<file path="config.mk">
export PLATFORM = sky130hd
export DESIGN_NAME = core_sequencer
export DESIGN_NICKNAME = d
export VERILOG_FILES = /design/src/rtl/core_pkg.sv /design/src/rtl/core_pc_reg.sv /design/src/rtl/core_sequencer.sv
export SDC_FILE = /design/constraint.sdc
export NUM_CORES = 1
export LEC_CHECK = 0
export ABC_CLOCK_PERIOD_IN_PS = 3100
export BUFFER_PORTS_ARGS = -buffer_cell sky130_fd_sc_hd__buf_2
export CELL_PAD_IN_SITES_DETAIL_PLACEMENT = 0
export CELL_PAD_IN_SITES_GLOBAL_PLACEMENT = 2
export CORE_MARGIN = 5
export CORE_UTILIZATION = 33
export CTS_CLUSTER_SIZE = 8
export DETAILED_ROUTE_END_ITERATION = 6
export HOLD_SLACK_MARGIN = 0.15
export PLACE_DENSITY_LB_ADDON = 0.25
export SLEW_MARGIN = 20
export SYNTH_ARGS = -nofsm -noshare
export SYNTH_HDL_FRONTEND = slang
export SYNTH_SLANG_ARGS = --single-unit
</file>
<file path="constraint.sdc">
create_clock -name i_clk -period 3.1 [get_ports i_clk]
set_input_delay 0.62 -clock i_clk [delete_from_list [all_inputs] [get_ports i_clk]]
set_output_delay 0.62 -clock i_clk [all_outputs]
set_load 0.05 [all_outputs]
</file>
<file path="src/rtl/core_pkg.sv">
// Shared types and constants for the rv32i multi-cycle core: sequencer states,
// trap causes, PC update selects and base opcodes shared with the decoder.
package core_pkg;

  typedef enum logic [2:0] {
    IDLE,
    FETCH,
    DECODE,
    EXEC,
    WB,
    TRAP
  } state_t;

  typedef enum logic [1:0] {
    PC_HOLD,
    PC_INC,
    PC_VEC
  } pc_sel_t;

  localparam logic [1:0] CAUSE_MISALIGNED  = 2'd0;
  localparam logic [1:0] CAUSE_FETCH_FAULT = 2'd1;
  localparam logic [1:0] CAUSE_ILLEGAL     = 2'd2;

  localparam logic [6:0] OP_LUI      = 7'b0110111;
  localparam logic [6:0] OP_AUIPC    = 7'b0010111;
  localparam logic [6:0] OP_JAL      = 7'b1101111;
  localparam logic [6:0] OP_JALR     = 7'b1100111;
  localparam logic [6:0] OP_BRANCH   = 7'b1100011;
  localparam logic [6:0] OP_LOAD     = 7'b0000011;
  localparam logic [6:0] OP_STORE    = 7'b0100011;
  localparam logic [6:0] OP_IMM      = 7'b0010011;
  localparam logic [6:0] OP          = 7'b0110011;
  localparam logic [6:0] OP_MISC_MEM = 7'b0001111;
  localparam logic [6:0] OP_SYSTEM   = 7'b1110011;

endpackage

</file>
<file path="src/rtl/core_pc_reg.sv">
// Program counter: hold, advance by one word (wrapping) or jump to the trap vector.
module core_pc_reg
  import core_pkg::*;
#(
  parameter logic [31:0] RESET_PC    = 32'h0000_0000,
  parameter logic [31:0] TRAP_VECTOR = 32'h0000_0100
) (
  input  logic        clk,
  input  logic        rst_n,
  input  pc_sel_t     sel,
  output logic [31:0] pc
);

  always_ff @(posedge clk or negedge rst_n) begin
    if (!rst_n) begin
      pc <= RESET_PC;
    end else begin
      case (sel)
        PC_INC:  pc <= pc + 32'd4;
        PC_VEC:  pc <= TRAP_VECTOR;
        default: pc <= pc;
      endcase
    end
  end

endmodule

</file>
<file path="src/rtl/core_sequencer.sv">
// Multi-cycle fetch/decode/execute/writeback sequencer with trap entry; one
// instruction in flight, all outputs registered.
module core_sequencer
  import core_pkg::*;
#(
  parameter logic [31:0] RESET_PC    = 32'h0000_0000,
  parameter logic [31:0] TRAP_VECTOR = 32'h0000_0100
) (
  input  logic        i_clk,
  input  logic        i_rst_n,
  output logic        o_imem_req,
  output logic [31:0] o_imem_addr,
  input  logic        i_imem_ack,
  input  logic [31:0] i_imem_rdata,
  input  logic        i_imem_err,
  output logic [31:0] o_instr,
  input  logic        i_dec_en_rd,
  input  logic [4:0]  i_dec_rd,
  input  logic        i_dec_en_rs1,
  input  logic [4:0]  i_dec_rs1,
  input  logic        i_dec_en_rs2,
  input  logic [4:0]  i_dec_rs2,
  input  logic        i_dec_en_imm,
  input  logic        i_dec_illegal,
  output logic [4:0]  o_rf_raddr1,
  output logic [4:0]  o_rf_raddr2,
  output logic        o_alu_src_imm,
  output logic        o_alu_start,
  input  logic        i_alu_done,
  output logic        o_rf_we,
  output logic [4:0]  o_rf_waddr,
  output logic [31:0] o_pc,
  output logic        o_trap,
  output logic [1:0]  o_trap_cause,
  output logic [31:0] o_trap_pc,
  output logic [31:0] o_retired
);

  localparam logic VEC_ALIGNED = (TRAP_VECTOR[1:0] == 2'b00);

  state_t      state;
  pc_sel_t     pc_sel;
  logic [31:0] pc;
  logic [31:0] instr_reg;
  logic        imem_req_reg;
  logic [4:0]  raddr1_reg;
  logic [4:0]  raddr2_reg;
  logic        alu_src_imm_reg;
  logic        alu_start_reg;
  logic        we_pending_reg;
  logic        rf_we_reg;
  logic [4:0]  waddr_reg;
  logic        trap_reg;
  logic [1:0]  trap_cause_reg;
  logic [31:0] trap_pc_reg;
  logic [31:0] retired_reg;

  // The PC only moves at the end of WB or TRAP, so it is frozen for the whole fetch.
  always_comb begin
    pc_sel = PC_HOLD;
    if (state == WB)
      pc_sel = PC_INC;
    else if (state == TRAP)
      pc_sel = PC_VEC;
  end

  core_pc_reg #(
    .RESET_PC    (RESET_PC),
    .TRAP_VECTOR (TRAP_VECTOR)
  ) u_pc_reg (
    .clk   (i_clk),
    .rst_n (i_rst_n),
    .sel   (pc_sel),
    .pc    (pc)
  );

  always_ff @(posedge i_clk or negedge i_rst_n) begin
    if (!i_rst_n) begin
      state           <= IDLE;
      instr_reg       <= '0;
      imem_req_reg    <= 1'b0;
      raddr1_reg      <= '0;
      raddr2_reg      <= '0;
      alu_src_imm_reg <= 1'b0;
      alu_start_reg   <= 1'b0;
      we_pending_reg  <= 1'b0;
      rf_we_reg       <= 1'b0;
      waddr_reg       <= '0;
      trap_reg        <= 1'b0;
      trap_cause_reg  <= '0;
      trap_pc_reg     <= '0;
      retired_reg     <= '0;
    end else begin
      alu_start_reg <= 1'b0;
      rf_we_reg     <= 1'b0;
      trap_reg      <= 1'b0;
      case (state)
        IDLE: begin
          state        <= FETCH;
          imem_req_reg <= (pc[1:0] == 2'b00);
        end
        FETCH: begin
          if (pc[1:0] != 2'b00) begin
            state          <= TRAP;
            trap_reg       <= 1'b1;
            trap_cause_reg <= CAUSE_MISALIGNED;
            trap_pc_reg    <= pc;
          end else if (i_imem_ack) begin
            imem_req_reg <= 1'b0;
            if (i_imem_err) begin
              state          <= TRAP;
              trap_reg       <= 1'b1;
              trap_cause_reg <= CAUSE_FETCH_FAULT;
              trap_pc_reg    <= pc;
            end else begin
              instr_reg <= i_imem_rdata;
              state     <= DECODE;
            end
          end
        end
        DECODE: begin
          if (i_dec_illegal) begin
            state          <= TRAP;
            trap_reg       <= 1'b1;
            trap_cause_reg <= CAUSE_ILLEGAL;
            trap_pc_reg    <= pc;
          end else begin
            raddr1_reg      <= i_dec_en_rs1 ? i_dec_rs1 : 5'd0;
            raddr2_reg      <= i_dec_en_rs2 ? i_dec_rs2 : 5'd0;
            alu_src_imm_reg <= i_dec_en_imm;
            waddr_reg       <= i_dec_rd;
            we_pending_reg  <= i_dec_en_rd && (i_dec_rd != 5'd0);
            alu_start_reg   <= 1'b1;
            state           <= EXEC;
          end
        end
        EXEC: begin
          // alu_start_reg marks the first EXEC cycle; a done seen there is stale.
          if (!alu_start_reg && i_alu_done) begin
            rf_we_reg <= we_pending_reg;
            state     <= WB;
          end
        end
        WB: begin
          retired_reg  <= retired_reg + 32'd1;
          imem_req_reg <= (pc[1:0] == 2'b00);
          state        <= FETCH;
        end
        TRAP: begin
          imem_req_reg <= VEC_ALIGNED;
          state        <= FETCH;
        end
        default: state <= IDLE;
      endcase
    end
  end

  assign o_imem_req    = imem_req_reg;
  assign o_imem_addr   = pc;
  assign o_instr       = instr_reg;
  assign o_rf_raddr1   = raddr1_reg;
  assign o_rf_raddr2   = raddr2_reg;
  assign o_alu_src_imm = alu_src_imm_reg;
  assign o_alu_start   = alu_start_reg;
  assign o_rf_we       = rf_we_reg;
  assign o_rf_waddr    = waddr_reg;
  assign o_pc          = pc;
  assign o_trap        = trap_reg;
  assign o_trap_cause  = trap_cause_reg;
  assign o_trap_pc     = trap_pc_reg;
  assign o_retired     = retired_reg;

endmodule

</file>
==> flow_summary.toml <==
[detailed_routing]
drt-total-wl_um = 18000
drt-vias-per-instance = 4.884
drcViolationCount = 0
via_count = 5289
drt_first_iter_violations = 190
ant_nets = 0
wl_per_cell_um = 16.62
dr.pass1.iters = 4

[outcome]
outcome = "completed"

[clocking]
cts_made_buffers = 17
clock_latency_ps = 410
cts_root_buf = "clkbuf_16"
htreeDepth = 4
cts_tree = "built"
postCtsHoldBufs = 0
cts_setup_buffers = 0
path_clk_slew_ps = 60
clock_sinks = 150
ctsResizeCount = 0
clock_path_buffers = 2

[timing]
whs_ps = 168.4
clock_skew_ps = 7.031
fin_tns_setup_ps = 0
period_needed_ps = 2312
drv_slew = 0
fin_crit_sh_pct = 74.59
tightestPinTransition_ps = 909.1
finalSetupViolations = 0
slew_headroom_pct = 39.39
hold_viol = 0
rsz0062_at_grt = "false"
setup_ws_ps = 787.7
fmax_mhz = 432.5

[floorplanning]
die_x_um = 153.8
die_y_um = 153.8
initial_utilization_pct = 33.60
io_pins = 239
die_area_mm2 = 0.02365
core_area_mm2 = 0.02030
rows = 52

[cells_and_area]
antenna_cells = 0
final_area_mm2 = 0.008638
drive_gt1_share_pct = 43.05
area_delta_synth_final_pct = 26.63
final_nets = 859
final_common_cell = "buf_2"
regArea_mm2 = 0.003754
fin_util_pct = 42.55
multi_input_area_mm2 = 0.002644
layout_common_cells = "231 x buf_2, 150 x dfrtp_1, 72 x mux2_2"
fill_cells = 2029

[pwr]
p_comb_share_pct = 38.3
seqPwrFrac_pct = 34.6
p_int_mw = 4.355
switching_share_pct = 43.70
leakage_nw = 4.318
power_switching_mw = 3.381
vdd_drop_max_uv = 631.8
p_clk_share_pct = 27.1
p_per_area_mw_per_mm2 = 895.5

[placed_design]
dp_hpwl_um = 13110
port_buffers = 232
place_area_mm2 = 0.008043
finalWeightedCongestion = 0.7787
pre_cts_ws_ps = 795.6

[logic_synthesis]
synth_area_mm2 = 0.006822
avgSynthCellArea_um2 = 11.35
synth_top_cell_area_share_pct = 55.03
synth_cells = 601
yosysUniqueCellTypes = 47
async_reset_ff_share_pct = 100.0
yosysWarnings = 0
yosys-top-cells-area = "dfrtp_1 55%, mux2_2 12%, buf_4 4.0%, nand2_1 3.1%, xor2_1 2.2%"
ys.flop_type = "dfrtp_1"
synth_edf_count = 0
yosysTopAreaCell = "dfrtp_1"
synth_seq_area_share_pct = 55.03
synth-seq-cells = 150

[setup_path]
slowest_stage = "or4_1"
worstSetupPathType = "flip-flop to flip-flop"
crit_path_end_kind = "flip-flop"
cp.required_ps = 3430
cp.arrival_ps = 2640
crit_fanout = 16
max_stage_delay_ps = 880
ff2ff_path_depth = 4
worstPathCellList = "nand4_1 -> or4_1 -> nor4_1 -> xor2_1"
start_kind = "flip-flop"

[grt]
antenna_found_initial = 2
grt_pass1_vias = 5411
grt_max_degree = 59
grt.overflow.total = 0
grt_first_pass_wirelength_um = 29170
gr-usage-all-layers_pct = 15.20

[run]
drv_cap = 0

[hold_path]
hp-class = "primary input to async pin"
worst paths after layout:
check / from / end / slack (ps)
worst max-delay path: o_retired[4] / o_retired[28] / 790
worst min-delay path: i_rst_n / o_trap_pc[24] / 170
worst max register to register: o_retired[4] / o_retired[28] / 790
worst min register to register: o_retired[31] / o_retired[31] / 470
max in group asynchronous: i_rst_n / o_retired[6] / 2200
min in group i_clk: i_imem_rdata[3] / o_instr[3] / 430
critical path: cells and delay by family, from the launching register on:
kind,cells,cell delay [ps]
XOR/XNOR,1,220
flip-flops,1,430
AND/OR/NAND/NOR,3,1570
per-layer routing:
metal / share of wire [%] / routed length [um] / GRT usage (%)
met5: 0.14 / 25 / 0
met4: 1.3 / 231 / 4.415
met3: 9.5 / 1706 / 6.886
met2: 48 / 8645 / 24.84
met1: 41 / 7390 / 18.13
cell families (layout without fill, tap and decap cells):
| kind of cell | after synthesis | count (layout) | share of synthesized area (%) |
|---|---|---|---|
| AND/OR/NAND/NOR | 189 | 189 | 15.11 |
| flip-flops | 150 | 150 | 55.03 |
| buffers and inverters | 82 | 289 | 6.731 |
| multiplexers | 77 | 77 | 12.62 |
| AO/OA/AOI/OAI | 69 | 69 | 6.108 |
| XOR/XNOR | 31 | 31 | 3.980 |
| adder cells (fa/ha/maj) | 2 | 2 | 0.3668 |
| other | 1 | 6 | 0.05497 |
synthesized netlist by cell type, drive strengths merged (2+ instances only):
library cell  count
mux2i             5
nor2b             5
or4              17
and4              7
xor2             17
nand4b            2
o22ai             3
nand2            56
nand3            23
and3              2
nor4             14
a21oi            17
nand4            11
nand3b            3
dfrtp           150
nor2             16
o21a              3
mux2             72
nor3             19
a31oi             3
ha                2
nand2b            3
or3               5
o31ai            11
buf              45
nor3b             2
clkbuf           21
o21ai            24
inv              16
xnor2            14
cell type report:
| class | count | share of cell area [%] |
|---|---|---|
| clock inverters | 15 | 1.970 |
| inverters | 16 | 0.6952 |
| clock buffers | 17 | 4.925 |
| multi-input cells | 374 | 30.61 |
| repair buffers | 241 | 14.44 |
| well taps | 270 | 3.911 |
| flip-flops and latches | 150 | 43.45 |
power by group through the flow:
stage | registers (mW) | clock network, mW | logic, mW
global route | 2.75 | 2.26 | 3.15
finish | 2.68 | 2.10 | 2.96
global placement | 2.68 | 0 | 2.99
floorplan | 4.04 | 0 | 0.902
CTS | 2.68 | 2.17 | 3.02
detailed placement | 2.70 | 0 | 3.02
stage by stage:
stage               std cells  power [mW]
CTS                      1083       7.872
detailed placement       1051       5.720
global placement         1051       5.677
finish                   1083       7.736
floorplan                 606       4.944
global route             1083       8.154
Note: power is estimated with default switching activity, not from simulation.
